## config.mk

```make
export PLATFORM = sky130hd
export DESIGN_NAME = game_vga_timing
export DESIGN_NICKNAME = d
export VERILOG_FILES = /design/src/rtl/game_vga_pkg.sv /design/src/rtl/game_vga_axis_counter.sv /design/src/rtl/game_vga_timing.sv
export SDC_FILE = /design/constraint.sdc
export NUM_CORES = 1
export LEC_CHECK = 0
export ABC_CLOCK_PERIOD_IN_PS = 2100
export CAP_MARGIN = 5
export CORE_MARGIN = 8
export CORE_UTILIZATION = 47
export DETAILED_ROUTE_END_ITERATION = 10
export PLACE_DENSITY = 0.78
export SYNTH_ARGS = -nofsm -noshare
export SYNTH_HDL_FRONTEND = slang
export SYNTH_HIERARCHICAL = 1
export SYNTH_SLANG_ARGS = --single-unit
export TNS_END_PERCENT = 30
```

## constraint.sdc

```tcl
create_clock -name clk -period 2.1 [get_ports clk]
set_clock_uncertainty 0.15 [all_clocks]
set_input_delay 0.42 -clock clk [delete_from_list [all_inputs] [get_ports clk]]
set_output_delay 0.42 -clock clk [all_outputs]
set_load 0.02 [all_outputs]
```

## src/rtl/game_vga_pkg.sv

```systemverilog
// Shared timing defaults (640x480@60) and counter types for the game VGA timing block.
package game_vga_pkg;

  localparam int SCREEN_WIDTH  = 640;
  localparam int SCREEN_HEIGHT = 480;
  localparam int H_FRONT       = 16;
  localparam int H_SYNC        = 96;
  localparam int H_BACK        = 48;
  localparam int V_FRONT       = 10;
  localparam int V_SYNC        = 2;
  localparam int V_BACK        = 33;
  localparam int H_TOTAL       = SCREEN_WIDTH + H_FRONT + H_SYNC + H_BACK;
  localparam int V_TOTAL       = SCREEN_HEIGHT + V_FRONT + V_SYNC + V_BACK;

  typedef logic [9:0] h_cnt_t;
  typedef logic [9:0] v_cnt_t;

endpackage

```

## src/rtl/game_vga_axis_counter.sv

```systemverilog
// One display axis: counts visible+front+sync+back positions on step, decodes visible/sync.
module game_vga_axis_counter #(
  parameter int len_visible = 640,
  parameter int len_front   = 16,
  parameter int len_sync    = 96,
  parameter int len_back    = 48,
  parameter int w           = $clog2(len_visible + len_front + len_sync + len_back)
) (
  input  logic         clk,
  input  logic         rst,
  input  logic         step,
  output logic [w-1:0] count,
  output logic         visible,
  output logic         sync_n,
  output logic         wrap
);

  localparam int TOTAL = len_visible + len_front + len_sync + len_back;
  localparam logic [w-1:0] LAST       = w'(TOTAL - 1);
  localparam logic [w-1:0] VIS_END    = w'(len_visible);
  localparam logic [w-1:0] SYNC_START = w'(len_visible + len_front);
  localparam logic [w-1:0] SYNC_END   = w'(len_visible + len_front + len_sync);

  always_ff @(posedge clk) begin
    if (!rst) begin
      count <= '0;
    end else if (step) begin
      count <= wrap ? '0 : count + 1'b1;
    end
  end

  assign wrap    = (count == LAST);
  assign visible = (count < VIS_END);
  assign sync_n  = !((count >= SYNC_START) && (count < SYNC_END));

endmodule

```

## src/rtl/game_vga_timing.sv

```systemverilog
// 640x480@60 pixel-position generator for the game renderer (x, y, display_on, hsync, vsync).
// Define GAME_VGA_FRAME_COUNTER_EN to enable the 16-bit frame_count; otherwise it is tied to 0.
module game_vga_timing
  import game_vga_pkg::*;
#(
  parameter int clk_mhz       = 50,
  parameter int pixel_mhz     = 25,
  parameter int screen_width  = SCREEN_WIDTH,
  parameter int screen_height = SCREEN_HEIGHT,
  parameter int h_front       = H_FRONT,
  parameter int h_sync        = H_SYNC,
  parameter int h_back        = H_BACK,
  parameter int v_front       = V_FRONT,
  parameter int v_sync        = V_SYNC,
  parameter int v_back        = V_BACK,
  parameter int w_x           = $clog2(screen_width),
  parameter int w_y           = $clog2(screen_height)
) (
  input  logic           clk,
  input  logic           rst,
  output logic           pixel_en,
  output logic           hsync,
  output logic           vsync,
  output logic           display_on,
  output logic [w_x-1:0] x,
  output logic [w_y-1:0] y,
  output logic           frame_start,
  output logic [15:0]    frame_count
);

  localparam int DIV     = clk_mhz / pixel_mhz;
  localparam int H_TOT   = screen_width + h_front + h_sync + h_back;
  localparam int V_TOT   = screen_height + v_front + v_sync + v_back;
  localparam int W_H     = $clog2(H_TOT);
  localparam int W_V     = $clog2(V_TOT);
  localparam int W_DIV   = (DIV > 1) ? $clog2(DIV) : 1;

  if (((clk_mhz % pixel_mhz) != 0) || (clk_mhz < pixel_mhz)) begin : g_bad_ratio
    $error("game_vga_timing: clk_mhz/pixel_mhz must be an integer >= 1");
  end

  logic [W_DIV-1:0] div_cnt;
  logic             tick;
  logic [W_H-1:0]   h_cnt;
  logic [W_V-1:0]   v_cnt;
  logic             h_vis, h_sync_n, h_wrap;
  logic             v_vis, v_sync_n, v_wrap;
  logic             vis;
  logic             at_origin;

  assign tick = (div_cnt == W_DIV'(DIV - 1));
  assign vis  = h_vis && v_vis;

  game_vga_axis_counter #(
    .len_visible(screen_width), .len_front(h_front), .len_sync(h_sync), .len_back(h_back), .w(W_H)
  ) u_h_axis (
    .clk(clk), .rst(rst), .step(tick),
    .count(h_cnt), .visible(h_vis), .sync_n(h_sync_n), .wrap(h_wrap)
  );

  game_vga_axis_counter #(
    .len_visible(screen_height), .len_front(v_front), .len_sync(v_sync), .len_back(v_back), .w(W_V)
  ) u_v_axis (
    .clk(clk), .rst(rst), .step(tick && h_wrap),
    .count(v_cnt), .visible(v_vis), .sync_n(v_sync_n), .wrap(v_wrap)
  );

  // The counters point at the pixel about to be presented: on each tick the outputs
  // latch the decode of (h_cnt, v_cnt) while the counters move on, so the first
  // strobe after reset shows (0,0) in the same clk as pixel_en.
  always_ff @(posedge clk) begin
    if (!rst) begin
      div_cnt     <= '0;
      pixel_en    <= 1'b0;
      display_on  <= 1'b0;
      x           <= '0;
      y           <= '0;
      hsync       <= 1'b1;
      vsync       <= 1'b1;
      frame_start <= 1'b0;
      at_origin   <= 1'b1;
    end else begin
      div_cnt     <= tick ? '0 : div_cnt + 1'b1;
      pixel_en    <= tick;
      frame_start <= tick && at_origin;
      if (tick) begin
        display_on <= vis;
        x          <= vis ? w_x'(h_cnt) : '0;
        y          <= vis ? w_y'(v_cnt) : '0;
        hsync      <= h_sync_n;
        vsync      <= v_sync_n;
        at_origin  <= h_wrap && v_wrap;
      end
    end
  end

`ifdef GAME_VGA_FRAME_COUNTER_EN
  logic [15:0] frame_cnt;

  always_ff @(posedge clk) begin
    if (!rst) begin
      frame_cnt <= '0;
    end else if (tick && at_origin) begin
      frame_cnt <= frame_cnt + 16'd1;
    end
  end

  assign frame_count = frame_cnt;
`else
  assign frame_count = '0;
`endif

endmodule

```

* Word level (Yosys, flattened, before mapping)
Index checks and enable logic that the tools add are counted.
** Storage, ports and cells
- Register bits :: 46
- Input bits :: 2
- Output and inout bits :: 40
- Word-level logic and storage cells :: 36
** Cells by class
- Add/subtract/negate cells :: 3
- $lt $le $gt $ge :: 6
- Eq/ne operators :: 2
- Mux-type cells :: 4
- Bitwise logic cells :: 1
- Reductions and logical operators :: 9
** Operators with widths (number)
- two-way mux 10 bit :: 3
- adder 10 x 1 -> 10 bit, second input constant :: 2
- equality test 10 bit, second input constant :: 2
- < comparator 10 bit, second input constant :: 2
- < comparator 10 x 9 -> 1 bit, second input constant :: 2
- >= comparator 10 bit, second input constant :: 1
- >= comparator 10 x 9 -> 1 bit, second input constant :: 1
- two-way mux 9 bit :: 1
- logical AND 1 bit :: 6
- zero test 1 bit :: 2
- OR reduction 2 bit :: 1
- adder 1 bit, second input constant :: 1
- inverter 1 bit :: 1

* Logic depth before layout (Yosys ltp)
Gate-level depths: netlist of the first run.
- Depth after elaboration :: 3
- Depth in mapped cells :: 8

* Cells and area by module
Netlist of the first run, hierarchy kept.
** Modules (own cells, without submodules)
- game_vga_timing :: instances 1, cells each 125, area an instance 1316.3 um^2, sequential area each 520.5 um^2
- game_vga_axis_counter (u_h_axis) :: instances 1, cells each 62, area an instance 530.5 um^2, sequential area each 200.2 um^2
- game_vga_axis_counter (u_v_axis) :: instances 1, cells each 59, area an instance 524.3 um^2, sequential area each 200.2 um^2

* Worst setup path after synthesis of the first run
No wires, ideal clock.
- Path kind :: reg-to-reg
- From :: reg u_h_axis.count[4]
- To :: reg u_v_axis.count[8]
- Arrival time :: 1.986 ns
- Required time :: 1.884 ns
- Slack :: -0.102 ns
- Cell stages (with the launch flop) :: 9
- Period minus slack after synthesis :: 2.202 ns
- Path through :: dfxtp_1 -> buf_2 -> nand4b_1 -> nor4_1 -> and2_1 -> buf_2 -> nand4_2 -> or4_4 -> a21oi_2
** On the way
- Cells in the longest elaborated chain, start to end :: 2
** Ends and longest elaborated chain
- start, declared :: line game_vga_axis_counter.sv:12 : output logic [w-1:0] count,
- start signal, assigned :: line game_vga_axis_counter.sv:28 : count <= wrap ? '0 : count + 1'b1;
- equality test 10 bit :: line game_vga_axis_counter.sv:32 : assign wrap = (count == LAST);
- net h_wrap :: line game_vga_timing.sv:46 : logic h_vis, h_sync_n, h_wrap;
- logical AND 1 bit :: line game_vga_timing.sv:64 : .clk(clk), .rst(rst), .step(tick && h_wrap),
- end signal, assigned :: line game_vga_axis_counter.sv:28
- end, declared :: line game_vga_axis_counter.sv:12
The timed path passes the listed nets, and every way through them passes these cells.
A chain may end at the register's enable or synchronous reset.

* Worst setup path after layout of the first run
- From :: reg u_h_axis.count[7]
- To :: reg u_v_axis.count[5]
Same word-level chain as after synthesis.

==> results of run 1 <==
-- cell families (layout without fill, tap and decap cells) --
group	after synthesis	count (layout)	synth area share
adder cells (fa/ha/maj)	4	4	0.0211
multiplexers	4	4	0.0169
buffers and inverters	38	62	0.107
AND/OR/NAND/NOR	101	101	0.288
other	1	16	0.00158
XOR/XNOR	8	8	0.0295
flip-flops	46	46	0.388
AO/OA/AOI/OAI	44	44	0.148
-- cell usage in the layout, fill, tap and decap left out, types with 3 or more instances in the layout --
cell type | synthesis | final
sky130_fd_sc_hd__a21boi_1 | 11 | 11
sky130_fd_sc_hd__a21boi_2 | 10 | 10
sky130_fd_sc_hd__a21oi_1 | 7 | 6
sky130_fd_sc_hd__and2_1 | 4 | 3
sky130_fd_sc_hd__buf_4 | 16 | 23
sky130_fd_sc_hd__clkbuf_8 | 0 | 5
sky130_fd_sc_hd__clkdlybuf4s50_1 | 0 | 25
sky130_fd_sc_hd__conb_1 | 1 | 16
sky130_fd_sc_hd__dfxtp_1 | 46 | 43
sky130_fd_sc_hd__dfxtp_2 | 0 | 3
sky130_fd_sc_hd__ha_1 | 4 | 3
sky130_fd_sc_hd__inv_1 | 6 | 6
sky130_fd_sc_hd__mux2i_1 | 4 | 4
sky130_fd_sc_hd__nand2_1 | 11 | 11
sky130_fd_sc_hd__nand2b_1 | 21 | 21
sky130_fd_sc_hd__nand3_1 | 9 | 8
sky130_fd_sc_hd__nand4_1 | 11 | 11
sky130_fd_sc_hd__nand4_2 | 14 | 13
sky130_fd_sc_hd__nor2_1 | 8 | 8
sky130_fd_sc_hd__nor2b_1 | 3 | 3
sky130_fd_sc_hd__o21ai_0 | 6 | 5
sky130_fd_sc_hd__o31ai_1 | 5 | 5
sky130_fd_sc_hd__or3_1 | 5 | 5
sky130_fd_sc_hd__or4_1 | 4 | 3
sky130_fd_sc_hd__xnor2_1 | 4 | 4
sky130_fd_sc_hd__xor2_1 | 4 | 4
-- state kept, by name, indices dropped and copies added, names as in the netlist --
signal,cells
x,10
pixel_en,1
hsync,1
vsync,1
at_origin,1
u_v_axis/count,10
u_h_axis/count,10
div_cnt,1
frame_start,1
display_on,1
y,9
-- cells in the mapped netlist, types with 6 or more instances --
master | count | share of area
sky130_fd_sc_hd__a21boi_1 | 11 | 0.035
sky130_fd_sc_hd__a21boi_2 | 10 | 0.047
sky130_fd_sc_hd__a21oi_1 | 7 | 0.015
sky130_fd_sc_hd__buf_2 | 12 | 0.025
sky130_fd_sc_hd__buf_4 | 16 | 0.051
sky130_fd_sc_hd__dfxtp_1 | 46 | 0.39
sky130_fd_sc_hd__inv_1 | 6 | 0.0095
sky130_fd_sc_hd__nand2_1 | 11 | 0.017
sky130_fd_sc_hd__nand2b_1 | 21 | 0.055
sky130_fd_sc_hd__nand3_1 | 9 | 0.019
sky130_fd_sc_hd__nand4_1 | 11 | 0.029
sky130_fd_sc_hd__nand4_2 | 14 | 0.074
sky130_fd_sc_hd__nor2_1 | 8 | 0.013
sky130_fd_sc_hd__o21ai_0 | 6 | 0.013
-- power by group --
| group | switching, mW | internal [mW] | leakage [nW] |
|---|---|---|---|
| clock network | 0.297 | 0.354 | 0.0504 |
| logic | 0.0784 | 0.0499 | 0.533 |
| registers | 0.0107 | 0.884 | 0.373 |
| total | 0.386 | 1.29 | 0.957 |
-- layer usage --
metal / global-route usage / vias up / part of all wire
met5: 0 / - / 0
met4: 0.0626 / 0 / 0.020
met3: 0.0358 / 10 / 0.065
met2: 0.210 / 56 / 0.47
met1: 0.146 / 861 / 0.45
li1: - / 912 / -
-- worst register-to-register path, cell delays in order (launching register included) --
cell and delay, ns:
sky130_fd_sc_hd__dfxtp_1 0.31, sky130_fd_sc_hd__nand4b_1 0.24, sky130_fd_sc_hd__nor4_2 0.31, sky130_fd_sc_hd__and2_4 0.22, sky130_fd_sc_hd__nand3_2 0.08, sky130_fd_sc_hd__buf_4 0.16, sky130_fd_sc_hd__or3_1 0.31, sky130_fd_sc_hd__a21oi_1 0.18
-- cell type report --
type                    count  area, um^2
flip-flops and latches     46         925
clock inverters             3        45.0
well taps                  70        87.6
repair buffers             48         423
fillers                   430        2120
multi-input cells         177        1290
inverters                   6        22.5
clock buffers               5        68.8
-- through the flow --
step	area, um^2	std cells	hold WS, ns	total power, mW	setup TNS [ns]
finish	2860	355	0.322	1.67	0
global route	2860	355	0.334	1.75	-0.0507
CTS	2840	355	0.322	1.69	0
detailed placement	2730	347	0.308	1.04	0
global placement	2730	347	0.303	1.04	0
floorplan	2450	261	0.289	1.04	-0.0111
-- final timing paths --
check | start | endpoint | cells past startpoint
setup / recovery | u_h_axis/count[7]$_SDFFE_PN0P_ | u_v_axis/count[5]$_SDFFE_PN0P_ | 7
hold / removal | x[9]$_SDFFE_PN0P_ | x[9]$_SDFFE_PN0P_ | 2
setup reg to reg | u_h_axis/count[7]$_SDFFE_PN0P_ | u_v_axis/count[5]$_SDFFE_PN0P_ | 7
hold reg to reg | x[9]$_SDFFE_PN0P_ | x[9]$_SDFFE_PN0P_ | 2
==> load_flow_metrics.sql, run 1 <==
INSERT INTO impl_metrics (metric_group, metric, value, unit) VALUES
('placement', 'port_buffers', '25', ''),
('critical_path', 'critical-path-slowest-cell', 'sky130_fd_sc_hd__dfxtp_1', ''),
('pwr', 'ir_worst_vdd', '0.000230', 'V'),
('cts', 'clock_sinks', '46', ''),
('worst_hold_path', 'hold_class', 'reg2reg', ''),
('timing', 'maximum_clock_frequency', '491', 'MHz'),
('detailed_routing', 'drt-total-wl', '4710', 'um'),
('cts', 'htreeDepth', '2', ''),
('detailed_routing', 'drt_iter0_drc', '140', ''),
('pwr', 'pwr_density_cell', '585', 'nW/um^2'),
('synthesis', 'synthesized_cell_area', '2370', 'um^2'),
('timing', 'timing_max_transition_violations_final', '0', ''),
('final_layout', 'antennaDiodeCount', '0', ''),
('synthesis', 'yosysWarningCount', '6', ''),
('grt', 'grt_util_all_layers', '0.127', ''),
('pwr', 'leakage', '0.957', 'nW'),
('synthesis', 'synth-edff-count', '0', ''),
('timing', 'finalWorstSetupSlack', '0.0632', 'ns'),
('floorplanning', 'start_util', '0.476', ''),
('outcome', 'status', 'complete, no violations', ''),
('floorplanning', 'fp.dieW', '87.0', 'um'),
('final_layout', 'net_count_final', '290', ''),
('final_layout', 'areaGrowthSynthToFinish', '20.6', '%'),
('critical_path', 'r2r_slack', '0.06', 'ns'),
('critical_path', 'cp_top_family', 'simple AND/OR/NAND/NOR gates', ''),
('floorplanning', 'die_h', '87.0', 'um'),
('cts', 'cts_max_path_buffers', '2', ''),
('critical_path', 'worst-endpoint-required', '2.17', 'ns'),
('detailed_routing', 'dr_total_vias', '1839', ''),
('cts', 'cts-hold-fix-buffers', '0', ''),
('timing', 'final_min_period_over_clock_period', '0.970', ''),
('placement', 'post-dp-hpwl', '3400', 'um'),
('final_layout', 'post-route-util', '0.574', ''),
('critical_path', 'crit_path_max_incr_delay', '0.31', 'ns'),
('critical_path', 'worst-endpoint-arrival', '2.11', 'ns'),
('synthesis', 'ys_dominant_reg_cell', 'sky130_fd_sc_hd__dfxtp_1', ''),
('cts', 'tritoncts', 'done', ''),
('cts', 'cts_setup_buffers', '0', ''),
('flow_run', 'cap_viol_max_count', '0', ''),
('critical_path', 'worst-path-buf-inv', '1', ''),
('critical_path', 'critPathMaxFanout', '4', ''),
('synthesis', 'seq_total_area_yosys', '0.388', ''),
('placement', 'dpl_worst_slack', '0.0498', 'ns'),
('cts', 'clk_latency', '0.30', 'ns'),
('synthesis', 'postSynth.asyncResetShare', '0', ''),
('detailed_routing', 'detail_route.first_pass.iterations', '4', ''),
('floorplanning', 'io-pin-count', '42', ''),
('cts', 'cts_resized', '0', ''),
('final_layout', 'drive_gt1_frac', '0.246', ''),
('placement', 'gp_congestion', '0.872', ''),
('detailed_routing', 'routedWlPerCell', '13.3', 'um'),
('timing', 'layout_min_cycle_time', '2.04', 'ns'),
('floorplanning', 'core_area', '4980', 'um^2'),
('floorplanning', 'design.die.area', '7570', 'um^2'),
('timing', 'worst_slew_margin_rel', '0.620', ''),
('critical_path', 'timing.setup.critical_path_class', 'reg2reg', ''),
('detailed_routing', 'detail-route-antenna-nets', '0', ''),
('synthesis', 'netlist_instances', '246', ''),
('critical_path', 'startpoint_type', 'flop', ''),
('timing', 'timing_hold_violations_final', '0', ''),
('timing', 'setup_viol', '0', ''),
('cts', 'cts-root-buf', 'sky130_fd_sc_hd__clkbuf_8', ''),
('grt', 'antenna_found_initial', '0', ''),
('grt', 'grt_pass1_vias', '1693', ''),
('synthesis', 'yosys_register_bits', '46', ''),
('grt', 'grt_first_pass_wirelength', '7730', 'um'),
('grt', 'grt_start_max_net_pins', '31', ''),
('grt', 'grt_overflow', '0', ''),
('detailed_routing', 'remaining_drc_errors', '0', ''),
('synthesis', 'avgSynthCellArea', '9.64', 'um^2'),
('timing', 'tightest_slew', '0.563', 'ns'),
('critical_path', 'worstPathCellList', 'nand4b_1, nor4_2, and2_4, nand3_2, buf_4, or3_1, a21oi_1', ''),
('synthesis', 'synth_cell_type_count', '42', ''),
('critical_path', 'setup.worst_path.end_class', 'flop', ''),
('cts', 'clk_pin_slew_worst_paths', '0.09', 'ns'),
('floorplanning', 'placement_rows', '26', ''),
('cts', 'tritoncts.num_buffers', '5', ''),
('detailed_routing', 'route.detailed.vias_per_inst', '5.18', '');
No activity file was read; power rests on OpenSTA's default activity.
==> run 2: changes to the inputs <==
- CORE_MARGIN: 8 -> default
==> run 2 against run 1 <==
- setup slack better by 0.012 ns
- utilization is 2.0 points higher
- sequential power hardly changed
- final cell count is 1.1% lower
- first-iteration DRC count is 7.1% higher
- sequential share of layout area is 0.21 points higher
- cell area is 0.53% lower
- routed wire length is 0.98% higher
- global-route usage is 6.7 points higher
- critical path depth is 1 lower
- sequential cell count stayed put
- largest cell class unchanged
- largest power group unchanged
==> load_flow_metrics.sql, run 2 (synthesis gave the netlist of run 1 again) <==
INSERT INTO impl_metrics (metric_group, metric, value, unit) VALUES
('floorplanning', 'io-pin-count', '42', ''),
('critical_path', 'r2r_slack', '0.07', 'ns'),
('worst_hold_path', 'min-delay-start', 'y[5]$_SDFFE_PN0P_', ''),
('timing', 'fin_worst_hold_slack', '0.320', 'ns'),
('critical_path', 'startpoint_type', 'flop', ''),
('worst_hold_path', 'worstHoldPathCells', '2', ''),
('critical_path', 'worst-endpoint-required', '2.19', 'ns'),
('floorplanning', 'start_util', '0.495', ''),
('detailed_routing', 'drt-total-wl', '4760', 'um'),
('pwr', 'intPower', '1.28', 'mW'),
('placement', 'port_buffers', '25', ''),
('final_layout', 'post-route-util', '0.594', ''),
('timing', 'timing_hold_violations_final', '0', ''),
('timing', 'final_layout_setup_total_negative_slack', '0', 'ns'),
('cts', 'clk_pin_slew_worst_paths', '0.08', 'ns'),
('worst_hold_path', 'hold_path_endpoint', 'y[5]$_SDFFE_PN0P_', ''),
('flow_run', 'cap_viol_max_count', '0', ''),
('floorplanning', 'placement_rows', '25', ''),
('final_layout', 'layout.cells.most_common', 'sky130_fd_sc_hd__dfxtp_1', ''),
('cts', 'cts_max_path_buffers', '2', ''),
('critical_path', 'critical-path-slowest-cell', 'sky130_fd_sc_hd__or4_4', ''),
('pwr', 'pwr-share-seq', '0.536', ''),
('timing', 'setup_viol', '0', ''),
('pwr', 'p_switching', '0.383', 'mW'),
('timing', 'maximum_clock_frequency', '494', 'MHz'),
('final_layout', 'instances_no_fill', '351', ''),
('grt', 'antenna_found_initial', '0', ''),
('final_layout', 'n_fill_cell', '412', ''),
('floorplanning', 'die_h', '73.0', 'um'),
('detailed_routing', 'detail_route.first_pass.iterations', '4', ''),
('timing', 'worst_slew_margin_rel', '0.618', ''),
('cts', 'htreeDepth', '2', ''),
('floorplanning', 'core_area', '4790', 'um^2'),
('final_layout', 'drive_gt1_frac', '0.236', ''),
('cts', 'clk_latency', '0.30', 'ns'),
('timing', 'finalWorstSetupSlack', '0.0748', 'ns'),
('detailed_routing', 'routedWlPerCell', '13.5', 'um'),
('floorplanning', 'design.die.area', '5330', 'um^2'),
('worst_hold_path', 'hold_class', 'reg2reg', ''),
('pwr', 'power.switching_fraction', '0.230', ''),
('final_layout', 'net_count_final', '289', ''),
('timing', 'layout_min_cycle_time', '2.03', 'ns'),
('critical_path', 'worstPathCellList', 'nand4b_1, nor4_2, and2_4, nand4_4, or4_4, a21oi_2', ''),
('cts', 'tritoncts.num_buffers', '5', ''),
('grt', 'grt_pass1_vias', '1703', ''),
('outcome', 'status', 'complete, no violations', ''),
('cts', 'cts-root-buf', 'sky130_fd_sc_hd__clkbuf_8', ''),
('final_layout', 'postLayoutCellArea', '2840', 'um^2'),
('timing', 'tightest_slew', '0.568', 'ns'),
('critical_path', 'setup.worst_path.end_class', 'flop', ''),
('pwr', 'total_power', '1.67', 'mW'),
('final_layout', 'biggestRegsByFlops', 'u_h_axis/count: 10 flops, u_v_axis/count: 10 flops, x: 10 flops', ''),
('timing', 'final_min_period_over_clock_period', '0.964', ''),
('detailed_routing', 'remaining_drc_errors', '0', ''),
('critical_path', 'crit_path_max_incr_delay', '0.51', 'ns'),
('timing', 'timing_max_transition_violations_final', '0', ''),
('pwr', 'comb_power_share', '0.077', ''),
('grt', 'grt_first_pass_wirelength', '7910', 'um'),
('detailed_routing', 'route.detailed.vias_per_inst', '5.40', ''),
('timing', 'rsz0062_at_grt', 'yes', ''),
('detailed_routing', 'dr_total_vias', '1895', ''),
('grt', 'grt_overflow', '0', ''),
('placement', 'post-place-cells', '342', ''),
('grt', 'grt_start_max_net_pins', '31', ''),
('critical_path', 'r2r_cells', '6', ''),
('critical_path', 'worst-endpoint-arrival', '2.12', 'ns'),
('critical_path', 'r2r_startpoint', 'u_h_axis/count[7]$_SDFFE_PN0P_', ''),
('grt', 'grt_util_all_layers', '0.194', ''),
('placement', 'place_area', '2720', 'um^2'),
('placement', 'dpl_worst_slack', '-0.0259', 'ns'),
('pwr', 'pwr_density_cell', '586', 'nW/um^2'),
('detailed_routing', 'drt_iter0_drc', '150', ''),
('cts', 'clock_sinks', '46', ''),
('pwr', 'leakage', '0.964', 'nW'),
('critical_path', 'r2r-end', 'u_v_axis/count[8]$_SDFFE_PN0P_', ''),
('critical_path', 'critPathMaxFanout', '5', ''),
('placement', 'post-dp-hpwl', '3260', 'um'),
('pwr', 'power.clock.fraction', '0.386', ''),
('cts', 'tritoncts', 'done', ''),
('pwr', 'ir_worst_vdd', '0.000326', 'V'),
('detailed_routing', 'detail-route-antenna-nets', '0', ''),
('final_layout', 'antennaDiodeCount', '0', ''),
('final_layout', 'areaGrowthSynthToFinish', '19.9', '%'),
('placement', 'gp_congestion', '0.852', ''),
('final_layout', 'mostFrequentLayoutCells', 'sky130_fd_sc_hd__dfxtp_1, sky130_fd_sc_hd__clkdlybuf4s50_1, sky130_fd_sc_hd__nand2b_1, sky130_fd_sc_hd__buf_4, sky130_fd_sc_hd__conb_1', ''),
('critical_path', 'timing.setup.critical_path_class', 'reg2reg', ''),
('floorplanning', 'fp.dieW', '73.0', 'um');
==> run 2: layer usage <==
layer | vias to the layer above | wire length [um] | GRT usage | share of wire
met1 | 914 | 2140 | 0.246 | 0.45
met4 | 0 | 80 | 0.0828 | 0.017
met2 | 62 | 2310 | 0.317 | 0.49
met5 | - | 0 | 0 | 0
li1 | 913 | - | - | -
met3 | 6 | 223 | 0.0442 | 0.047
==> run 2: cell type report <==
cell class / count / area, um^2 / area share
inverters: 6 / 22.5 / 0.00792
clock buffers: 5 / 68.8 / 0.0242
multi-input cells: 177 / 1270 / 0.448
well taps: 67 / 83.8 / 0.0295
flip-flops and latches: 46 / 926 / 0.326
repair buffers: 47 / 428 / 0.150
clock inverters: 3 / 40.0 / 0.0141
==> run 2: what timing repair did <==
action                     in CTS  in global routing
resized for setup               1                  2
pin swaps                       0                  1
hold buffers                    0                  0
buffers inserted                0                  1
setup endpoints to repair       3                 10
==> run 2: how the worst max path moves through the flow <==
stage                                    from                             end  slack, ns
2_1_floorplan  u_h_axis/count[0]$_SDFFE_PN0P_  u_v_axis/count[7]$_SDFFE_PN0P_      -0.01
5_1_grt        u_h_axis/count[7]$_SDFFE_PN0P_  u_v_axis/count[8]$_SDFFE_PN0P_     -0.007
3_3_place_gp   u_h_axis/count[0]$_SDFFE_PN0P_  u_v_axis/count[8]$_SDFFE_PN0P_       0.08
3_5_place_dp   u_h_axis/count[0]$_SDFFE_PN0P_  u_v_axis/count[7]$_SDFFE_PN0P_      -0.03
6_report       u_h_axis/count[7]$_SDFFE_PN0P_  u_v_axis/count[8]$_SDFFE_PN0P_       0.07
4_1_cts        u_h_axis/count[0]$_SDFFE_PN0P_  u_v_axis/count[7]$_SDFFE_PN0P_      0.004
==> run 2: worst max-delay path: cells and delay by family, from the launching register on <==
family / cells / cell delay, ns
simple gates: 5 / 1.37
flops: 1 / 0.32
compound gates: 1 / 0.13
==> run 2: power groups by stage <==
stage | clock [mW] | sequential [mW] | combinational [mW]
5_1_grt | 0.694 | 0.895 | 0.140
3_3_place_gp | 0 | 0.914 | 0.126
2_1_floorplan | 0 | 0.919 | 0.121
6_report | 0.644 | 0.894 | 0.129
3_5_place_dp | 0 | 0.914 | 0.128
4_1_cts | 0.663 | 0.894 | 0.129
